## src/rtl/alumux.sv

```systemverilog
// Operand-select encodings for the two ALU input muxes.
package alumux;
    typedef enum logic {
        rs1_out = 1'b0,
        pc_out  = 1'b1
    } alumux1_sel_t;

    typedef enum logic [2:0] {
        i_imm   = 3'd0,
        u_imm   = 3'd1,
        b_imm   = 3'd2,
        s_imm   = 3'd3,
        j_imm   = 3'd4,
        rs2_out = 3'd5
    } alumux2_sel_t;
endpackage

```

## src/rtl/cmpmux.sv

```systemverilog
// Second-operand select for the branch comparator.
package cmpmux;
    typedef enum logic {
        rs2_out = 1'b0,
        i_imm   = 1'b1
    } cmpmux_sel_t;
endpackage

```

## src/rtl/rv32i_types.sv

```systemverilog
// Shared RV32I control encodings: branch compare ops and ALU ops.
package rv32i_types;
    typedef enum logic [2:0] {
        beq  = 3'b000,
        bne  = 3'b001,
        blt  = 3'b100,
        bge  = 3'b101,
        bltu = 3'b110,
        bgeu = 3'b111
    } branch_funct3_t;

    typedef enum logic [2:0] {
        alu_add = 3'b000,
        alu_sll = 3'b001,
        alu_sra = 3'b010,
        alu_sub = 3'b011,
        alu_xor = 3'b100,
        alu_srl = 3'b101,
        alu_or  = 3'b110,
        alu_and = 3'b111
    } alu_ops;
endpackage

```

## src/rtl/id_ex_buffer.sv

```systemverilog
// ID/EX pipeline register with load-use hazard detection, bubble/flush
// insertion and bubble/flush performance counters.
module id_ex_buffer
    import rv32i_types::*;
#(
    parameter logic [31:0] NOP_IR = 32'h0000_0013
) (
    input  logic                   clk,
    input  logic                   rst,
    input  logic                   load_i,
    input  logic                   flush_i,
    input  logic                   id_valid_i,
    input  logic [31:0]            id_pc_i,
    input  logic [31:0]            id_ir_i,
    input  logic [31:0]            id_rs1_data_i,
    input  logic [31:0]            id_rs2_data_i,
    input  alumux::alumux1_sel_t   id_alumux1_sel_i,
    input  alumux::alumux2_sel_t   id_alumux2_sel_i,
    input  branch_funct3_t         id_cmpop_i,
    input  alu_ops                 id_aluop_i,
    input  cmpmux::cmpmux_sel_t    id_cmpmux_sel_i,
    input  logic                   id_load_regfile_i,
    input  logic                   id_mem_read_i,
    input  logic                   id_mem_write_i,
    output logic                   ex_valid_o,
    output logic [31:0]            ex_pc_o,
    output logic [31:0]            ex_ir_o,
    output logic [31:0]            ex_rs1_data_o,
    output logic [31:0]            ex_rs2_data_o,
    output alumux::alumux1_sel_t   ex_alumux1_sel_o,
    output alumux::alumux2_sel_t   ex_alumux2_sel_o,
    output branch_funct3_t         ex_cmpop_o,
    output alu_ops                 ex_aluop_o,
    output cmpmux::cmpmux_sel_t    ex_cmpmux_sel_o,
    output logic                   ex_load_regfile_o,
    output logic                   ex_mem_read_o,
    output logic                   ex_mem_write_o,
    output logic                   hazard_stall_o,
    output logic [31:0]            bubble_cnt_o,
    output logic [31:0]            flush_cnt_o
);

    localparam logic [6:0] OPC_LUI    = 7'b0110111;
    localparam logic [6:0] OPC_AUIPC  = 7'b0010111;
    localparam logic [6:0] OPC_JAL    = 7'b1101111;
    localparam logic [6:0] OPC_OP     = 7'b0110011;
    localparam logic [6:0] OPC_BRANCH = 7'b1100011;
    localparam logic [6:0] OPC_STORE  = 7'b0100011;

    typedef struct packed {
        logic                 valid;
        logic [31:0]          pc;
        logic [31:0]          ir;
        logic [31:0]          rs1_data;
        logic [31:0]          rs2_data;
        alumux::alumux1_sel_t alumux1_sel;
        alumux::alumux2_sel_t alumux2_sel;
        branch_funct3_t       cmpop;
        alu_ops               aluop;
        cmpmux::cmpmux_sel_t  cmpmux_sel;
        logic                 load_regfile;
        logic                 mem_read;
        logic                 mem_write;
    } ex_rec_t;

    // A bubble is an architecturally inert NOP with no register or memory side effects.
    localparam ex_rec_t C_BUBBLE = '{
        valid:        1'b0,
        pc:           32'h0,
        ir:           NOP_IR,
        rs1_data:     32'h0,
        rs2_data:     32'h0,
        alumux1_sel:  alumux::rs1_out,
        alumux2_sel:  alumux::i_imm,
        cmpop:        beq,
        aluop:        alu_add,
        cmpmux_sel:   cmpmux::rs2_out,
        load_regfile: 1'b0,
        mem_read:     1'b0,
        mem_write:    1'b0
    };

    ex_rec_t     r_ex;
    logic [31:0] r_bubble_cnt;
    logic [31:0] r_flush_cnt;

    ex_rec_t     w_id_rec;
    logic [6:0]  w_id_opcode;
    logic [4:0]  w_rd_ex;
    logic        w_uses_rs1;
    logic        w_uses_rs2;
    logic        w_hazard;

    assign w_id_rec = '{
        valid:        id_valid_i,
        pc:           id_pc_i,
        ir:           id_ir_i,
        rs1_data:     id_rs1_data_i,
        rs2_data:     id_rs2_data_i,
        alumux1_sel:  id_alumux1_sel_i,
        alumux2_sel:  id_alumux2_sel_i,
        cmpop:        id_cmpop_i,
        aluop:        id_aluop_i,
        cmpmux_sel:   id_cmpmux_sel_i,
        load_regfile: id_load_regfile_i,
        mem_read:     id_mem_read_i,
        mem_write:    id_mem_write_i
    };

    assign w_id_opcode = id_ir_i[6:0];
    assign w_rd_ex     = r_ex.ir[11:7];

    always_comb begin
        w_uses_rs1 = !((w_id_opcode == OPC_LUI) || (w_id_opcode == OPC_AUIPC) ||
                       (w_id_opcode == OPC_JAL));
        w_uses_rs2 = (w_id_opcode == OPC_OP) || (w_id_opcode == OPC_BRANCH) ||
                     (w_id_opcode == OPC_STORE);
    end

    // Load in EX whose destination is read by the ID instruction: data not ready yet.
    assign w_hazard = r_ex.valid && r_ex.mem_read && r_ex.load_regfile &&
                      (w_rd_ex != 5'd0) && id_valid_i &&
                      ((w_uses_rs1 && (w_rd_ex == id_ir_i[19:15])) ||
                       (w_uses_rs2 && (w_rd_ex == id_ir_i[24:20])));

    // A redirect discards the ID instruction, so there is nothing to stall for.
    assign hazard_stall_o = w_hazard && !flush_i;

    always_ff @(posedge clk or posedge rst) begin
        if (rst) begin
            r_ex         <= C_BUBBLE;
            r_bubble_cnt <= 32'h0;
            r_flush_cnt  <= 32'h0;
        end else if (flush_i) begin
            r_ex         <= C_BUBBLE;
            r_flush_cnt  <= r_flush_cnt + 32'd1;
        end else if (!load_i) begin
            r_ex         <= r_ex;
        end else if (w_hazard) begin
            r_ex         <= C_BUBBLE;
            r_bubble_cnt <= r_bubble_cnt + 32'd1;
        end else begin
            r_ex         <= w_id_rec;
        end
    end

    assign ex_valid_o        = r_ex.valid;
    assign ex_pc_o           = r_ex.pc;
    assign ex_ir_o           = r_ex.ir;
    assign ex_rs1_data_o     = r_ex.rs1_data;
    assign ex_rs2_data_o     = r_ex.rs2_data;
    assign ex_alumux1_sel_o  = r_ex.alumux1_sel;
    assign ex_alumux2_sel_o  = r_ex.alumux2_sel;
    assign ex_cmpop_o        = r_ex.cmpop;
    assign ex_aluop_o        = r_ex.aluop;
    assign ex_cmpmux_sel_o   = r_ex.cmpmux_sel;
    assign ex_load_regfile_o = r_ex.load_regfile;
    assign ex_mem_read_o     = r_ex.mem_read;
    assign ex_mem_write_o    = r_ex.mem_write;
    assign bubble_cnt_o      = r_bubble_cnt;
    assign flush_cnt_o       = r_flush_cnt;

endmodule

```

## config.mk

```make
export PLATFORM = sky130hd
export DESIGN_NAME = id_ex_buffer
export DESIGN_NICKNAME = d
export VERILOG_FILES = /design/src/rtl/alumux.sv /design/src/rtl/cmpmux.sv /design/src/rtl/rv32i_types.sv /design/src/rtl/id_ex_buffer.sv
export SDC_FILE = /design/constraint.sdc
export NUM_CORES = 1
export LEC_CHECK = 0
export BUFFER_PORTS_ARGS = -buffer_cell sky130_fd_sc_hd__buf_4
export CORE_MARGIN = 1
export CORE_UTILIZATION = 43
export DETAILED_ROUTE_END_ITERATION = 8
export GPL_ROUTABILITY_DRIVEN = 0
export PLACE_DENSITY_LB_ADDON = 0.1
export SYNTH_ARGS = -nofsm -noshare
export SYNTH_HDL_FRONTEND = slang
export SYNTH_SLANG_ARGS = --single-unit
```

## constraint.sdc

```tcl
create_clock -name clk -period 6.48 [get_ports clk]
set_clock_uncertainty 0.15 [all_clocks]
set_input_delay 0.324 -clock clk [delete_from_list [all_inputs] [get_ports clk]]
set_output_delay 0.324 -clock clk [all_outputs]
set_load 0.01 [all_outputs]
```

Yosys cells after proc, flatten, opt, wreduce, memory -nomap -nowiden
Index checks and enable logic that the tools add are counted.

word-level totals
  register bits = 207
  input port bits = 147
  output and inout bits = 208
  word-level logic and storage cells = 47

operators by class
  add/sub/neg operators = 2
  eq/ne operators = 8
  mux-type cells = 3
  bitwise operators = 1
  reductions and logical operators = 18

operator list
  cell                                                  count
  2-to-1 mux 143 bit                                    3
  adder 32 x 1 -> 32 bit (second input constant)        2
  equality test 7 x 6 -> 1 bit (second input constant)  3
  equality test 7 bit (second input constant)           2
  equality test 5 bit                                   2
  logical AND 1 bit                                     8
  equality test 7 x 5 -> 1 bit (second input constant)  1
  logical OR 1 bit                                      5
  nonzero test 5 bit                                    1
  AND reduction 3 bit                                   1
  zero test 1 bit                                       2
  nonzero test 2 bit                                    1
  NOT 1 bit                                             1

Depth between registers and ports, before layout
  depth in word-level cells = 10
  gate-level depth with buffers = 9
  mapped depth without buffers = 7

Worst setup path before layout
Ideal clock, no wire load.

  path kind = reg2reg
  start point = reg r_ex (netlist bit ex_ir_o[10])
  end point = reg r_ex (netlist bit ex_rs1_data_o[0])
  library setup time = 0.121 ns
  data arrival time = 2.000 ns
  data required time = 6.209 ns
  path slack = 4.209 ns
  stages on the path, launching flop included = 10
  path buffers = 3
  clock period less this slack = 2.271 ns
  cells stage by stage = dfrtp_1 > xnor2_1 > nand4_1 > or4_4 > a21oi_2 > nor3b_2 > buf_6 > buf_6 > buf_6 > a22o_1

between the ends
  cells in the longest elaborated chain, start to end = 7
  elaborated cells on any way between the ends = 12
  classes of those cells = eq/ne (2); mux (3); reduce/logical (7)

RTL lines
  item                                                   RTL line                                                       text
  start, declared                                        id_ex_buffer.sv:83                                             ex_rec_t r_ex;
  start signal, assigned                                 id_ex_buffer.sv:138                                            r_ex <= r_ex;
  start signal, assigned                                 id_ex_buffer.sv:143                                            r_ex <= w_id_rec;
  equality test 5 bit (tied with other cells)            id_ex_buffer.sv:123                                            ((w_uses_rs1 && (w_rd_ex == id_ir_i[19:15])) ||
  logical AND 1 bit (on tied branches)                   id_ex_buffer.sv:123, id_ex_buffer.sv:121, id_ex_buffer.sv:124
  logical OR 1 bit or logical AND 1 bit (tied branches)  id_ex_buffer.sv:123, id_ex_buffer.sv:122
  logical AND 1 bit *                                    id_ex_buffer.sv:122                                            (w_rd_ex != 5'd0) && id_valid_i &&
  2-to-1 mux 143 bit *                                   id_ex_buffer.sv:139                                            end else if (w_hazard) begin
  2-to-1 mux 143 bit *                                   id_ex_buffer.sv:137                                            end else if (!load_i) begin
  2-to-1 mux 143 bit *                                   id_ex_buffer.sv:134                                            end else if (flush_i) begin

Mark *: on every way between the ends. The rest lies on a longest branch, timed or not. The select of a mux whose other input is x is not followed.
A chain may end at the register's enable or synchronous reset.

Worst setup path after layout
  start point = in id_ir_i[23]
  end point = out hazard_stall_o

between the ends
  cells in the longest elaborated chain, start to end = 5

RTL lines
  item                 RTL line             text
  start, declared      id_ex_buffer.sv:14   input logic [31:0] id_ir_i,
  equality test 5 bit  id_ex_buffer.sv:124  (w_uses_rs2 && (w_rd_ex == id_ir_i[24:20])));
  logical AND 1 bit    id_ex_buffer.sv:124
  logical OR 1 bit     id_ex_buffer.sv:123
  logical AND 1 bit    id_ex_buffer.sv:122
  logical AND 1 bit    id_ex_buffer.sv:127  assign hazard_stall_o = w_hazard && !flush_i;
  end, declared        id_ex_buffer.sv:38   output logic hazard_stall_o,

Every way passes these cells.

==> out/qor.csv <==
stage,metric,value,unit
pwr,static leakage,6.560,nW
min_path,Worst Hold Class,in2reg,
floorplanning,Chip Height,138.9,um
flow_run,total of max-cap violations,0,
timing,Pins Over Slew Limit,0,
final_layout,Layout area overhead,61.81,%
floorplanning,Die Area,0.01928,mm^2
timing,worst-margin pin slew,1.309,ns
timing,endpoints failing setup,0,
run_status,violated checks,design-rule violations,
global_routing,initial antenna violation count,1,
yosys,Syn Inst Count,597,
critical_path,r2r setup slk,3.58,ns
final_layout,Layout Nets,1237,
final_layout,post-route cell area,0.01303,mm^2
final_layout,layout cell share with drive strength beyond 1,37.14,%
min_path,hold endpoint,ex_ir_o[4]$_DFFE_PP1P_,
timing,fmax,0.3418,GHz
critical_path,critical path required time,6.01,ns
global_routing,total track usage,27.28,%
critical_path,CP Launch Type,input port,
yosys,async set-or-reset flop fraction in the synthesized netlist,100.0,%
clock_network,H-tree Lvls,1,
min_path,WHS Path Cells,3,
global_routing,vias in the first global route,7738,
timing,RSZ-0062 raised after global routing,false,
floorplanning,Top Ports,355,
route,routed vias/inst,5.354,
route,"wirelength, routed",26270,um
critical_path,critical-path maximum fanout,21,
global_routing,largest net degree at the start of global routing,140,
timing,worst hold margin,0.05702,ns
route,"antenna viol nets, final",0,
route,DRC Markers,15,
place,post-detail-place hpwl,16640,um
clock_network,clock-pin slew on the worst setup and hold paths,0.06,ns
global_routing,first-pass GRT wire length,41460,um
critical_path,R2R cell count,6,
pwr,VDD IR-drop max,0.2005,mV
place,port bufs,354,
timing,setup TNS,0,ns
yosys,"EDFF count, synth",0,
floorplanning,Core Region,0.01815,mm^2
final_layout,post-layout util,71.81,%
timing,final hold viol count,0,
timing,Worst slew margin,12.76,%
yosys,Netlist cell types,31,
floorplanning,row count,49,
critical_path,Worst R2R Start,ex_ir_o[8]$_DFFE_PP0P_,
floorplanning,Chip Width,138.9,um
timing,Final period util,45.16,%
yosys,"Avg Cell Area, Syn",13.49,um^2
pwr,power density cells,243.5,mW/mm^2
pwr,Final Power,3.173,mW
critical_path,Worst Setup End Kind,output port,
clock_network,buffer count from post-CTS setup fixing,0,
place,DP Area,0.01084,mm^2
critical_path,Worst Path Arrival,2.45,ns
clock_network,TritonCTS Buffers,22,
yosys,Yosys reg bits,207,
yosys,sequential area share after synthesis,64.36,%
clock_network,CTS tree,done,
clock_network,CTS Root Cell,clkbuf_16,
yosys,"Cell Area, Synth",0.008054,mm^2
yosys,Post-Syn Nets,746,
route,initial drt markers,397,
route,drt pass-1 iters,6,
clock_network,clk_lat worst skew,0.49,ns
route,DR vias,7142,
route,drt wl/cell,19.69,um
clock_network,clk sinks,207,
timing,fin crit period,2.926,ns
run_status,status,finished with violations,
global_routing,grt ovf,0,
critical_path,Worst R2R End,ex_pc_o[1]$_DFFE_PP0P_,
clock_network,Longest Clk Path Bufs,3,
min_path,Hold Crit Start,load_i,
yosys,synthesis warning total,0,
yosys,Post-synth top flop,dfrtp_1,
floorplanning,Initial Util,44.38,%
critical_path,critical path class,in2out,
-- placed cells by master, fill, tap and decap left out, types with 2 or more instances in the layout --
cell	netlist	final
clkinv_2	0	7
and3_1	17	17
xor2_1	12	12
nand2_1	26	26
nand2b_1	2	2
a21oi_1	4	4
a22o_1	140	140
mux2_2	2	2
xnor2_1	60	60
clkbuf_8	0	9
nand4_1	18	18
and4_1	8	8
nor2_1	9	8
nor3_1	6	6
ha_1	2	2
inv_1	7	6
nand3_1	24	24
buf_4	0	360
dlygate4sd3_1	0	145
dfrtp_1	204	204
clkbuf_16	0	23
and2_1	6	6
dfstp_2	3	3
-- routing by layer --
| metal | vias up | part of all wire [%] | track usage (%) |
|---|---|---|---|
| met4 | 0 | 4.0 | 12.16 |
| met2 | 277 | 51 | 47.61 |
| li1 | 3168 | - | - |
| met1 | 3620 | 38 | 32.41 |
| met5 | - | 0 | 0 |
| met3 | 77 | 6.4 | 5.905 |
-- worst max-delay path by stage --
stage                                start                             to  slack (ns)  cells after the start
CTS                            id_ir_i[23]                 hazard_stall_o        3.54                      8
global placement    ex_ir_o[8]$_DFFE_PP0P_     ex_mem_write_o$_DFFE_PP0P_        3.73                      6
global route                   id_ir_i[23]                 hazard_stall_o        3.41                      8
detailed placement  ex_ir_o[8]$_DFFE_PP0P_  ex_rs2_data_o[13]$_DFFE_PP0P_        3.62                      6
floorplan                              rst    bubble_cnt_o[0]$_DFFE_PP0P_        0.36                      1
finish                         id_ir_i[23]                 hazard_stall_o        3.55                      8
-- metrics by stage --
step / cells / worst slack (ns)
after detailed placement: 1148 / 3.620
after global routing: 1334 / 3.413
final: 1334 / 3.554
after global placement: 1148 / 3.731
after CTS: 1333 / 3.538
after floorplan: 597 / 0.3585
-- where the power goes --
group / leakage [nW] / switching [mW] / total [mW] / internal, mW
Clock: 0.377 / 0.516 / 1.26 / 0.748
Sequential: 2.77 / 0.0674 / 1.43 / 1.37
Combinational: 3.41 / 0.207 / 0.476 / 0.269
-- repair_timing --
| action | in CTS | in global routing |
|---|---|---|
| endpoints found under the hold margin | 279 | 0 |
| resized for setup | 0 | 0 |
| hold buffers | 145 | 0 |
-- cell families after synthesis --
kind of cell             synth area share (%)
buffers and inverters                   3.107
multiplexers                           0.2796
AND/OR/NAND/NOR                         8.265
AO/OA/AOI/OAI                           15.85
adder cells (fa/ha/maj)                0.3107
flip-flops                              64.36
XOR/XNOR                                7.830
-- critical path, cell delays in order --
cell           delay, ns
dlygate4sd3_1       0.57
buf_4               0.16
xnor2_1             0.13
nand4_1             0.11
or4_4               0.50
a21oi_1             0.20
buf_4               0.28
buf_4               0.17
-- registers in the layout (all words and copies together), names as in the netlist, 3 cells and up --
register,flops
ex_rs2_data_o,32
ex_ir_o,32
bubble_cnt_o,32
ex_aluop_o,3
flush_cnt_o,32
ex_cmpop_o,3
ex_alumux2_sel_o,3
ex_pc_o,32
ex_rs1_data_o,32
-- cell type report --
type / instances / area [um^2]
Timing Repair Buffer: 505 / 4154
Tap cell: 229 / 286.5
Clock buffer: 33 / 703.2
Antenna cell: 1 / 2.502
Inverter: 7 / 33.78
Fill cell: 1220 / 5115
Sequential cell: 207 / 5184
Multi-Input combinational cell: 345 / 2634
Clock inverter: 7 / 35.03
-- synthesized netlist by cell type, types with 2 or more instances --
| library cell | instances | area, um^2 |
|---|---|---|
| a21oi_1 | 4 | 20.02 |
| a22o_1 | 140 | 1226 |
| and2_1 | 6 | 37.54 |
| and3_1 | 17 | 106.4 |
| and4_1 | 8 | 70.07 |
| buf_2 | 11 | 55.05 |
| buf_6 | 9 | 101.4 |
| clkbuf_1 | 17 | 63.81 |
| dfrtp_1 | 204 | 5105 |
| dfstp_2 | 3 | 78.83 |
| ha_1 | 2 | 25.02 |
| inv_1 | 7 | 26.28 |
| mux2_2 | 2 | 22.52 |
| nand2_1 | 26 | 97.59 |
| nand2b_1 | 2 | 12.51 |
| nand3_1 | 24 | 120.1 |
| nand4_1 | 18 | 112.6 |
| nor2_1 | 9 | 33.78 |
| nor3_1 | 6 | 30.03 |
| xnor2_1 | 60 | 525.5 |
| xor2_1 | 12 | 105.1 |
Power figures use the tool's default switching activity.
